===== config.mk =====
export PLATFORM = sky130hd
export DESIGN_NAME = spi_ahb_loader_flat
export DESIGN_NICKNAME = d
export VERILOG_FILES = /design/src/rtl/spi_ahb_loader_if.sv /design/src/rtl/spi_ahb_loader.sv /design/src/flat_wrapper.sv
export SDC_FILE = /design/constraint.sdc
export NUM_CORES = 1
export LEC_CHECK = 0
export CAP_MARGIN = 20
export CELL_PAD_IN_SITES_DETAIL_PLACEMENT = 1
export CELL_PAD_IN_SITES_GLOBAL_PLACEMENT = 2
export CORE_MARGIN = 3
export CORE_UTILIZATION = 30
export DETAILED_ROUTE_END_ITERATION = 10
export PLACE_DENSITY = 0.86
export RECOVER_POWER = 25
export SYNTH_ARGS = -nofsm -noshare
export SYNTH_HDL_FRONTEND = slang
export SYNTH_SLANG_ARGS = --single-unit
export TNS_END_PERCENT = 100

===== constraint.sdc =====
create_clock -name clk -period 2.1 [get_ports clk]
set_input_delay 0.21 -clock clk [delete_from_list [all_inputs] [get_ports clk]]
set_output_delay 0.21 -clock clk [all_outputs]
set_load 0.01 [all_outputs]

===== src/rtl/spi_ahb_loader_if.sv =====
// AHB-Lite write bundle between the SPI program loader (master) and the router's SPI port (slave).
interface spi_ahb_loader_if;
    logic [31:0] haddr;
    logic [31:0] hwdata;
    logic        hwrite;
    logic [2:0]  hsize;
    logic [2:0]  hburst;
    logic        hmastlock;
    logic [3:0]  hprot;
    logic [1:0]  htrans;
    logic        hready;
    logic        hresp;
    logic [31:0] hrdata;

    modport master (
        output haddr, hwdata, hwrite, hsize, hburst, hmastlock, hprot, htrans,
        input  hready, hresp, hrdata
    );
    modport slave (
        input  haddr, hwdata, hwrite, hsize, hburst, hmastlock, hprot, htrans,
        output hready, hresp, hrdata
    );
endinterface


===== src/rtl/spi_ahb_loader.sv =====
// SPI mode-0 slave that loads a start address plus data words and writes them over AHB-Lite.
// Optional SPI_LOADER_BYTE_SWAP_EN assembles data words little-endian (address stays big-endian).
module spi_ahb_loader #(
    parameter int SYNC_STAGES = 2
) (
    input  logic             clk,
    input  logic             reset,
    input  logic             spi_sclk,
    input  logic             spi_cs_n,
    input  logic             spi_mosi,
    output logic             spi_miso,
    spi_ahb_loader_if.master ahb,
    output logic             spi_change,
    output logic             err,
    output logic             overrun
);
    localparam logic [1:0] ST_IDLE = 2'd0;
    localparam logic [1:0] ST_ADDR = 2'd1;
    localparam logic [1:0] ST_DATA = 2'd2;

    logic [SYNC_STAGES-1:0] sclk_sync_q, sclk_sync_d;
    logic [SYNC_STAGES-1:0] cs_sync_q, cs_sync_d;
    logic [SYNC_STAGES-1:0] mosi_sync_q, mosi_sync_d;
    logic        sclk_prev_q, sclk_prev_d;
    logic        cs_prev_q, cs_prev_d;
    logic [2:0]  bit_cnt_q, bit_cnt_d;
    logic [6:0]  byte_sr_q, byte_sr_d;
    logic [1:0]  byte_idx_q, byte_idx_d;
    logic        addr_done_q, addr_done_d;
    logic [31:0] word_sr_q, word_sr_d;
    logic [31:0] addr_q, addr_d;
    logic [31:0] buf_q, buf_d;
    logic        pending_q, pending_d;
    logic [1:0]  state_q, state_d;
    logic [15:0] word_cnt_q, word_cnt_d;
    logic [7:0]  miso_sr_q, miso_sr_d;
    logic [7:0]  last_byte_q, last_byte_d;
    logic        spi_change_q, spi_change_d;
    logic        err_q, err_d;
    logic        overrun_q, overrun_d;

    logic        sclk_s, cs_s, mosi_s, cs_active;
    logic        sclk_rise, sclk_fall, frame_start;
    logic        byte_done, word_done, data_done;
    logic [7:0]  new_byte;
    logic [31:0] addr_word, data_word;

    assign sclk_s      = sclk_sync_q[SYNC_STAGES-1];
    assign cs_s        = cs_sync_q[SYNC_STAGES-1];
    assign mosi_s      = mosi_sync_q[SYNC_STAGES-1];
    assign cs_active   = ~cs_s;
    assign sclk_rise   = cs_active & sclk_s & ~sclk_prev_q;
    assign sclk_fall   = cs_active & ~sclk_s & sclk_prev_q;
    assign frame_start = ~cs_s & cs_prev_q;
    assign new_byte    = {byte_sr_q, mosi_s};
    assign byte_done   = sclk_rise & (bit_cnt_q == 3'd7);
    assign word_done   = byte_done & (byte_idx_q == 2'd3);
    assign data_done   = (state_q == ST_DATA) & ahb.hready;
    assign addr_word   = {word_sr_q[23:0], new_byte};
`ifdef SPI_LOADER_BYTE_SWAP_EN
    assign data_word   = {new_byte, word_sr_q[31:8]};
`else
    assign data_word   = addr_word;
`endif

    always_comb begin
        sclk_sync_d  = {sclk_sync_q[SYNC_STAGES-2:0], spi_sclk};
        cs_sync_d    = {cs_sync_q[SYNC_STAGES-2:0], spi_cs_n};
        mosi_sync_d  = {mosi_sync_q[SYNC_STAGES-2:0], spi_mosi};
        sclk_prev_d  = sclk_s;
        cs_prev_d    = cs_s;
        bit_cnt_d    = bit_cnt_q;
        byte_sr_d    = byte_sr_q;
        byte_idx_d   = byte_idx_q;
        addr_done_d  = addr_done_q;
        word_sr_d    = word_sr_q;
        addr_d       = addr_q;
        buf_d        = buf_q;
        pending_d    = pending_q;
        state_d      = state_q;
        word_cnt_d   = word_cnt_q;
        miso_sr_d    = miso_sr_q;
        last_byte_d  = last_byte_q;
        spi_change_d = spi_change_q;
        err_d        = err_q;
        overrun_d    = overrun_q;

        case (state_q)
            ST_IDLE: if (pending_q) state_d = ST_ADDR;
            ST_ADDR: if (ahb.hready) state_d = ST_DATA;
            ST_DATA: if (ahb.hready) state_d = ST_IDLE;
            default: state_d = ST_IDLE;
        endcase

        if (data_done) begin
            pending_d = 1'b0;
            addr_d    = addr_q + 32'd4;
            if (word_cnt_q != 16'hFFFF) word_cnt_d = word_cnt_q + 16'd1;
            if (ahb.hresp) err_d = 1'b1;
        end

        if (state_q == ST_IDLE && !pending_q && cs_s && word_cnt_q != 16'd0)
            spi_change_d = 1'b1;

        if (sclk_rise) begin
            bit_cnt_d = bit_cnt_q + 3'd1;
            byte_sr_d = new_byte[6:0];
            if (byte_done) begin
                last_byte_d = new_byte;
                byte_idx_d  = byte_idx_q + 2'd1;
                word_sr_d   = addr_done_q ? data_word : addr_word;
            end
        end

        // A word finishing alongside DATA completion reuses the buffer being freed.
        if (word_done && !addr_done_q) begin
            addr_done_d = 1'b1;
            addr_d      = addr_word;
        end else if (word_done) begin
            if (pending_q && !data_done) begin
                overrun_d = 1'b1;
            end else begin
                buf_d     = data_word;
                pending_d = 1'b1;
            end
        end

        // Reload on the fall after a byte completes so its MSB is ready for the next rise.
        if (sclk_fall)
            miso_sr_d = (bit_cnt_q == 3'd0) ? last_byte_q : {miso_sr_q[6:0], 1'b0};

        if (frame_start) begin
            bit_cnt_d    = 3'd0;
            byte_idx_d   = 2'd0;
            addr_done_d  = 1'b0;
            err_d        = 1'b0;
            overrun_d    = 1'b0;
            spi_change_d = 1'b0;
            word_cnt_d   = 16'd0;
            miso_sr_d    = 8'h00;
            last_byte_d  = 8'h00;
        end
    end

    always_ff @(posedge clk) begin
        if (reset) begin
            sclk_sync_q  <= '0;
            cs_sync_q    <= '1;
            mosi_sync_q  <= '0;
            sclk_prev_q  <= 1'b0;
            cs_prev_q    <= 1'b1;
            bit_cnt_q    <= 3'd0;
            byte_sr_q    <= 7'd0;
            byte_idx_q   <= 2'd0;
            addr_done_q  <= 1'b0;
            word_sr_q    <= 32'd0;
            addr_q       <= 32'd0;
            buf_q        <= 32'd0;
            pending_q    <= 1'b0;
            state_q      <= ST_IDLE;
            word_cnt_q   <= 16'd0;
            miso_sr_q    <= 8'h00;
            last_byte_q  <= 8'h00;
            spi_change_q <= 1'b0;
            err_q        <= 1'b0;
            overrun_q    <= 1'b0;
        end else begin
            sclk_sync_q  <= sclk_sync_d;
            cs_sync_q    <= cs_sync_d;
            mosi_sync_q  <= mosi_sync_d;
            sclk_prev_q  <= sclk_prev_d;
            cs_prev_q    <= cs_prev_d;
            bit_cnt_q    <= bit_cnt_d;
            byte_sr_q    <= byte_sr_d;
            byte_idx_q   <= byte_idx_d;
            addr_done_q  <= addr_done_d;
            word_sr_q    <= word_sr_d;
            addr_q       <= addr_d;
            buf_q        <= buf_d;
            pending_q    <= pending_d;
            state_q      <= state_d;
            word_cnt_q   <= word_cnt_d;
            miso_sr_q    <= miso_sr_d;
            last_byte_q  <= last_byte_d;
            spi_change_q <= spi_change_d;
            err_q        <= err_d;
            overrun_q    <= overrun_d;
        end
    end

    assign spi_miso      = miso_sr_q[7];
    assign spi_change    = spi_change_q;
    assign err           = err_q;
    assign overrun       = overrun_q;
    assign ahb.haddr     = addr_q;
    assign ahb.hwdata    = buf_q;
    assign ahb.htrans    = (state_q == ST_ADDR) ? 2'b10 : 2'b00;
    assign ahb.hwrite    = 1'b1;
    assign ahb.hsize     = 3'b010;
    assign ahb.hburst    = 3'b000;
    assign ahb.hmastlock = 1'b0;
    assign ahb.hprot     = 4'b0011;
endmodule


===== src/flat_wrapper.sv =====
// flat-port wrapper written by rule: the top's interface ports become plain ports
module spi_ahb_loader_flat 
#(
    parameter int SYNC_STAGES = 2
)
  (clk, reset, spi_sclk, spi_cs_n, spi_mosi, spi_miso, spi_change, err, overrun, ahb_haddr, ahb_hwdata, ahb_hwrite, ahb_hsize, ahb_hburst, ahb_hmastlock, ahb_hprot, ahb_htrans, ahb_hready, ahb_hresp, ahb_hrdata);
  spi_ahb_loader_if ahb_i ();
  input  logic clk;
  input  logic reset;
  input  logic spi_sclk;
  input  logic spi_cs_n;
  input  logic spi_mosi;
  output logic spi_miso;
  output logic spi_change;
  output logic err;
  output logic overrun;
  output wire logic [$bits(ahb_i.haddr)-1:0] ahb_haddr;
  output wire logic [$bits(ahb_i.hwdata)-1:0] ahb_hwdata;
  output wire logic [$bits(ahb_i.hwrite)-1:0] ahb_hwrite;
  output wire logic [$bits(ahb_i.hsize)-1:0] ahb_hsize;
  output wire logic [$bits(ahb_i.hburst)-1:0] ahb_hburst;
  output wire logic [$bits(ahb_i.hmastlock)-1:0] ahb_hmastlock;
  output wire logic [$bits(ahb_i.hprot)-1:0] ahb_hprot;
  output wire logic [$bits(ahb_i.htrans)-1:0] ahb_htrans;
  input wire logic [$bits(ahb_i.hready)-1:0] ahb_hready;
  input wire logic [$bits(ahb_i.hresp)-1:0] ahb_hresp;
  input wire logic [$bits(ahb_i.hrdata)-1:0] ahb_hrdata;
  assign ahb_haddr = ahb_i.haddr;
  assign ahb_hwdata = ahb_i.hwdata;
  assign ahb_hwrite = ahb_i.hwrite;
  assign ahb_hsize = ahb_i.hsize;
  assign ahb_hburst = ahb_i.hburst;
  assign ahb_hmastlock = ahb_i.hmastlock;
  assign ahb_hprot = ahb_i.hprot;
  assign ahb_htrans = ahb_i.htrans;
  assign ahb_i.hready = ahb_hready;
  assign ahb_i.hresp = ahb_hresp;
  assign ahb_i.hrdata = ahb_hrdata;
  spi_ahb_loader #(.SYNC_STAGES(SYNC_STAGES)) u_core (.clk(clk), .reset(reset), .spi_sclk(spi_sclk), .spi_cs_n(spi_cs_n), .spi_mosi(spi_mosi), .spi_miso(spi_miso), .ahb(ahb_i), .spi_change(spi_change), .err(err), .overrun(overrun));
endmodule

# Word level (Yosys, flattened, before mapping)
# Index checks and enable logic that the tools add are counted.
# word_totals
out_inout_bits	82
word_cells	76
regBits	147
# classes
add_sub_neg	4
n_reduce_logical	19
n_mux	12
bitwise	13
n_eq_ne	8
# ops
operator	n
32-bit 2-to-1 mux	2
32-bit by 3-bit adder with 32-bit output, second input constant	1
16-bit by 1-bit adder with 16-bit output, second input constant	1
16-bit inequality test, second input constant	1
16-bit nonzero test	1
3-bit AND reduction	3
1-bit AND	8
2-bit 2-to-1 mux	4
8-bit 2-to-1 mux	1
2-bit one-hot mux with 3 select lines	1
2-bit AND reduction	3
1-bit logical AND	5
1-bit NOT	5
2-bit == test, second input constant	2
1-bit 2-to-1 mux	4
2-bit inequality test, second input constant	2
3-bit by 1-bit adder with 3-bit output, second input constant	1
3-bit == test, second input constant	1
1-bit logical NOT	3
3-bit logical NOT	1
2-bit by 1-bit adder with 2-bit output, second input constant	1
2-bit by 1-bit == test with 1-bit output, second input constant	1
2-bit logical NOT	1
2-bit by 1-bit inequality test with 1-bit output, second input constant	1
2 further kinds	2

# Longest topological paths before layout
# depth
depth_word	8
ltp_mapped	8
ltp_nobuf	7

# Worst setup path after synthesis
# OpenSTA, ideal clock, no wires.
# synth_path
kind	register -> register
start	register u_core.bit_cnt_q[0]
end	register u_core.addr_q[0] (netlist: u_core.ahb.haddr[0])
arrival_ps	1730
setup_ps	128
slack_ps	242
stages_incl_launch_ff	9
cell_sequence	dfxtp_1 -> ha_1 -> ha_1 -> and4bb_2 -> buf_2 -> nand3b_1 -> buf_2 -> mux2i_1 -> nor2_1
# synth_via
elab_chain_cells	5
# synth_lines
element	line	source
start, declared	spi_ahb_loader.sv:26	logic [2:0] bit_cnt_q, bit_cnt_d;
start signal, assigned	spi_ahb_loader.sv:173	bit_cnt_q <= bit_cnt_d;
3-bit == test (*)	spi_ahb_loader.sv:56	assign byte_done = sclk_rise & (bit_cnt_q == 3'd7);
1-bit AND (*)	spi_ahb_loader.sv:56	
1-bit AND (*)	spi_ahb_loader.sv:57	assign word_done = byte_done & (byte_idx_q == 2'd3);
1-bit logical AND (*)	spi_ahb_loader.sv:116	if (word_done && !addr_done_q) begin
32-bit 2-to-1 mux or 2-bit nonzero test (tied branches)	--	
end signal, assigned	spi_ahb_loader.sv:178	addr_q <= addr_d;
end, declared	spi_ahb_loader.sv:31	logic [31:0] addr_q, addr_d;
# Mark *: on every way between the ends. The rest lies on a longest branch, timed or not.
# A chain may end at the register's enable or synchronous reset.

# Worst setup path in the final report
# layout_path
start	register u_core.state_q[0]
end	output port ahb_htrans[1]
# layout_via
elab_chain_cells	2
# layout_lines
element	line	source
start, declared	spi_ahb_loader.sv:34	logic [1:0] state_q, state_d;
start signal, assigned	spi_ahb_loader.sv:181	state_q <= state_d;
2-bit by 1-bit == test with 1-bit output	spi_ahb_loader.sv:197	assign ahb.htrans = (state_q == ST_ADDR) ? 2'b10 : 2'b00;
2-bit 2-to-1 mux	spi_ahb_loader.sv:197	
end, declared	flat_wrapper.sv:24	output wire logic [$bits(ahb_i.htrans)-1:0] ahb_htrans;
# No other way between the ends.

==> metrics.md <==
| Metric | Value |
|---|---|
| Status | completed |
| Avg Vias per Cell | 4.832 |
| Setup TNS | 0 ns |
| DRT antenna net count | 0 |
| Relative slew slack | 58.54% |
| Fin. max-slew vios | 0 |
| Syn Inst Count | 739 |
| Nets | 854 |
| Cts hold-fix bufs | 0 |
| Peak supply drop | 0.5611 mV |
| Gr usage total | 15.75% |
| Final setup vio count | 0 |
| CORE AREA | 19850 µm² |
| Setup crit start kind | flop |
| FFs w/ async S/R, synth | 0% |
| Root buffer cell | clkbuf_16 |
| Area growth syn-to-layout | 26.78% |
| DR vias | 5248 |
| Share of cells above drive strength 1 | 8.039% |
| Final worst slack | 0.1729 ns |
| Final Wtd Congestion | 0.8043 |
| Post-synth EDFFs | 0 |
| P_int | 4.865 mW |
| Critical Path, Cell by Cell | clkbuf_1 > and2b_1 > clkdlybuf4s50_1 |
| Synth top area cells | dfxtp_1, nand2_1, a21oi_1, xnor2_1, a211oi_1 |
| CP arrival | 1.72 ns |
| Clock sink count | 147 |
| N_diodes | 0 |
| Pwr/cell area | 786.3 nW/µm² |
| Clock group share of total power | 53.0% |
| Slew @ Worst Pin | 0.6216 ns |
| Crit Path Max Fanout | 6 |
| Drt total wl | 16940 µm |
| Synth Cell Area | 6182 µm² |
| First-pass GRT wire length | 28000 µm |
| Netlist cell types | 50 |
| Die Wd | 149.6 µm |
| Setup CP Type | flop to output pin |
| Hold_sp | spi_sclk |
| Fin crit share | 91.76% |
| Cell with the most instances after synthesis | nand2_1 |
| Longest Clk Path Bufs | 2 |
| I/O Pins | 121 |
| Reg2reg start | u_core.ahb.haddr[14] |
| Period minus WS final | 1.927 ns |
| Hold path depth | 2 |
| H-tree Lvls | 4 |
| YS warnings | 0 |
| CP top delay family | buffers and inverters |
| CTS-repair resized insts | 0 |
| Sw Pwr | 1.297 mW |
| Max_cap viols | 0 |
| CTS tree | yes |
| Peak Freq | 518.9 MHz |
| TritonCTS buffer count | 17 |
| Req. time, crit path | 1.89 ns |
| Total Die Area | 22370 µm² |
| Worst reg-to-reg path cell count | 5 |
| Worst hold margin | 0.3357 ns |
| FF-to-FF End | u_core.ahb.haddr[31] |
| CP endpoint kind | output pin |
| CP bufs+invs | 2 |
| Slowest-stage cell, CP | clkdlybuf4s50_1 |
| Initial antenna violation count | 0 |
| Most frequent cells after synthesis | nand2_1, dfxtp_1, a21oi_1, nor2_1, a211oi_1 |
| Clock latency on the worst-skew pair | 0.42 ns |
| Port bufs | 75 |
| First-pass detailed-route iteration total | 5 |
| Post-CTS Setup Bufs | 0 |
| Sw frac | 21.05% |
| Overflow left after global routing | 0 |
| Vias in the first global route | 5198 |
| Post-DR wirelength/cell | 15.60 µm |
| CP max stage delay | 0.55 ns |
| RSZ-0062 raised after global routing | no |
| Syn Area/Cell | 8.366 µm² |
| Largest net degree at the start of global routing | 107 |
| Leakage power | 2.775 nW |
| Initial Util | 31.15% |
| Main synth FF type | dfxtp_1 |
| #FFs+latches synth | 147 |
| DP Worst Slack | 0.01314 ns |
| R2R Setup Slk | 0.18 ns |
| Combinational share of power | 1.6% |
| Hold Fails Final Rpt | 0 |
| Clock Skews | 0.01059 ns |
| DP Wirelength | 11640 µm |
| Placement row count | 51 |
| Post-synth top area cell | dfxtp_1 |
| Clock transition at path regs | 0.06 ns |
| Top-area cell type share of the netlist area | 47.60% |
| Hold WC Path Type | input pin to flop |
| # DRC | 0 |
| Worst hold path endpoint | u_core.sclk_sync_q[0] |
| Initial DRC count | 332 |
| Register share of total power | 45.4% |
| Die height | 149.6 µm |
| Register area share after synthesis | 47.60% |
-- per-stage QoR --
| step | total power [mW] | cells | util (%) | instance area, µm² |
|---|---|---|---|---|
| floorplan | 2.946 | 750 | - | 6223 |
| global placement | 2.967 | 1054 | 36.44 | 7231 |
| detailed placement | 2.968 | 1054 | 36.44 | 7231 |
| CTS | 6.238 | 1086 | 39.65 | 7869 |
| global route | 6.373 | 1086 | 39.49 | 7838 |
| finish | 6.162 | 1086 | 39.49 | 7838 |
-- layout by cell type (no fill, tap or decap), types with 5 or more instances in the layout --
master and count:
xor2_1 7, nor3_1 12, buf_4 13, nand3_1 12, dfxtp_1 147, nand4_1 13
buf_12 5, conb_1 13, ha_1 7, nor2_1 74, xnor2_1 35, clkbuf_8 5
clkbuf_1 5, clkbuf_16 17, a211oi_1 39, nand2_1 165, clkdlybuf4s50_1 49, nor2b_1 5
mux2i_1 11, and3_1 6, a21oi_1 87, inv_1 10, dlygate4sd3_1 25
-- power groups by stage --
stage,combinational [mW],clock (mW),sequential [mW]
floorplan,0.0858,0,2.86
global placement,0.105,0,2.86
detailed placement,0.105,0,2.86
CTS,0.105,3.33,2.80
global route,0.108,3.47,2.80
finish,0.0965,3.27,2.80
-- flip-flops by register name, summed over array words and instances, names as in the netlist, 2 cells and up --
signal,count
u_core.ahb.haddr,32
u_core.ahb.hwdata,32
u_core.bit_cnt_q,3
u_core.byte_idx_q,2
u_core.byte_sr_q,7
u_core.cs_sync_q,2
u_core.last_byte_q,8
u_core.miso_sr_q,8
u_core.mosi_sync_q,2
u_core.sclk_sync_q,2
u_core.state_q,2
u_core.word_cnt_q,16
u_core.word_sr_q,24
-- metal layers --
metal	up-vias	wire, µm	global-route usage, %	share of wire, %
li1	2620	-	-	-
met1	2522	7875	20.56	46
met2	85	8212	25.90	48
met3	21	536	3.422	3.2
met4	0	312	5.263	1.8
met5	-	0	0	0
-- how the worst max path moves through the flow --
stage / start / to / slack [ns] / depth (start not counted)
after floorplan: u_core.bit_cnt_q[0] / u_core.ahb.haddr[0] / 0.24 / 8
after global routing: u_core.ahb.haddr[14] / u_core.ahb.haddr[31] / 0.008 / 5
final: u_core.state_q[0] / ahb_htrans[1] / 0.17 / 3
after detailed placement: ahb_hready / u_core.ahb.haddr[25] / 0.01 / 7
after global placement: ahb_hready / u_core.ahb.haddr[16] / 0.08 / 7
after CTS: u_core.ahb.haddr[14] / u_core.ahb.haddr[31] / 0.14 / 5
-- logic make-up (layout without fill, tap and decap cells) --
group,count (synthesis),after routing,share of synthesized area (%)
and+or+nand+nor,324,324,24.12
DFF,147,147,47.60
AOI/OAI and AO/OA,138,138,13.28
buffers and inverters,68,139,5.728
xor gates and xnor gates,42,42,5.950
muxes,11,11,1.781
adders and majority gates,7,7,1.417
other,2,13,0.1215
-- layout make-up --
type | instances | area [µm²]
tap | 265 | 331.6
clock buffer | 23 | 498.0
multi-input combinational | 535 | 2929
fill | 2365 | 12010
clock inverter | 9 | 140.1
sequential | 147 | 2943
inverter | 10 | 37.54
timing repair buffer | 97 | 958.4
(Power assumes the default switching activity.)
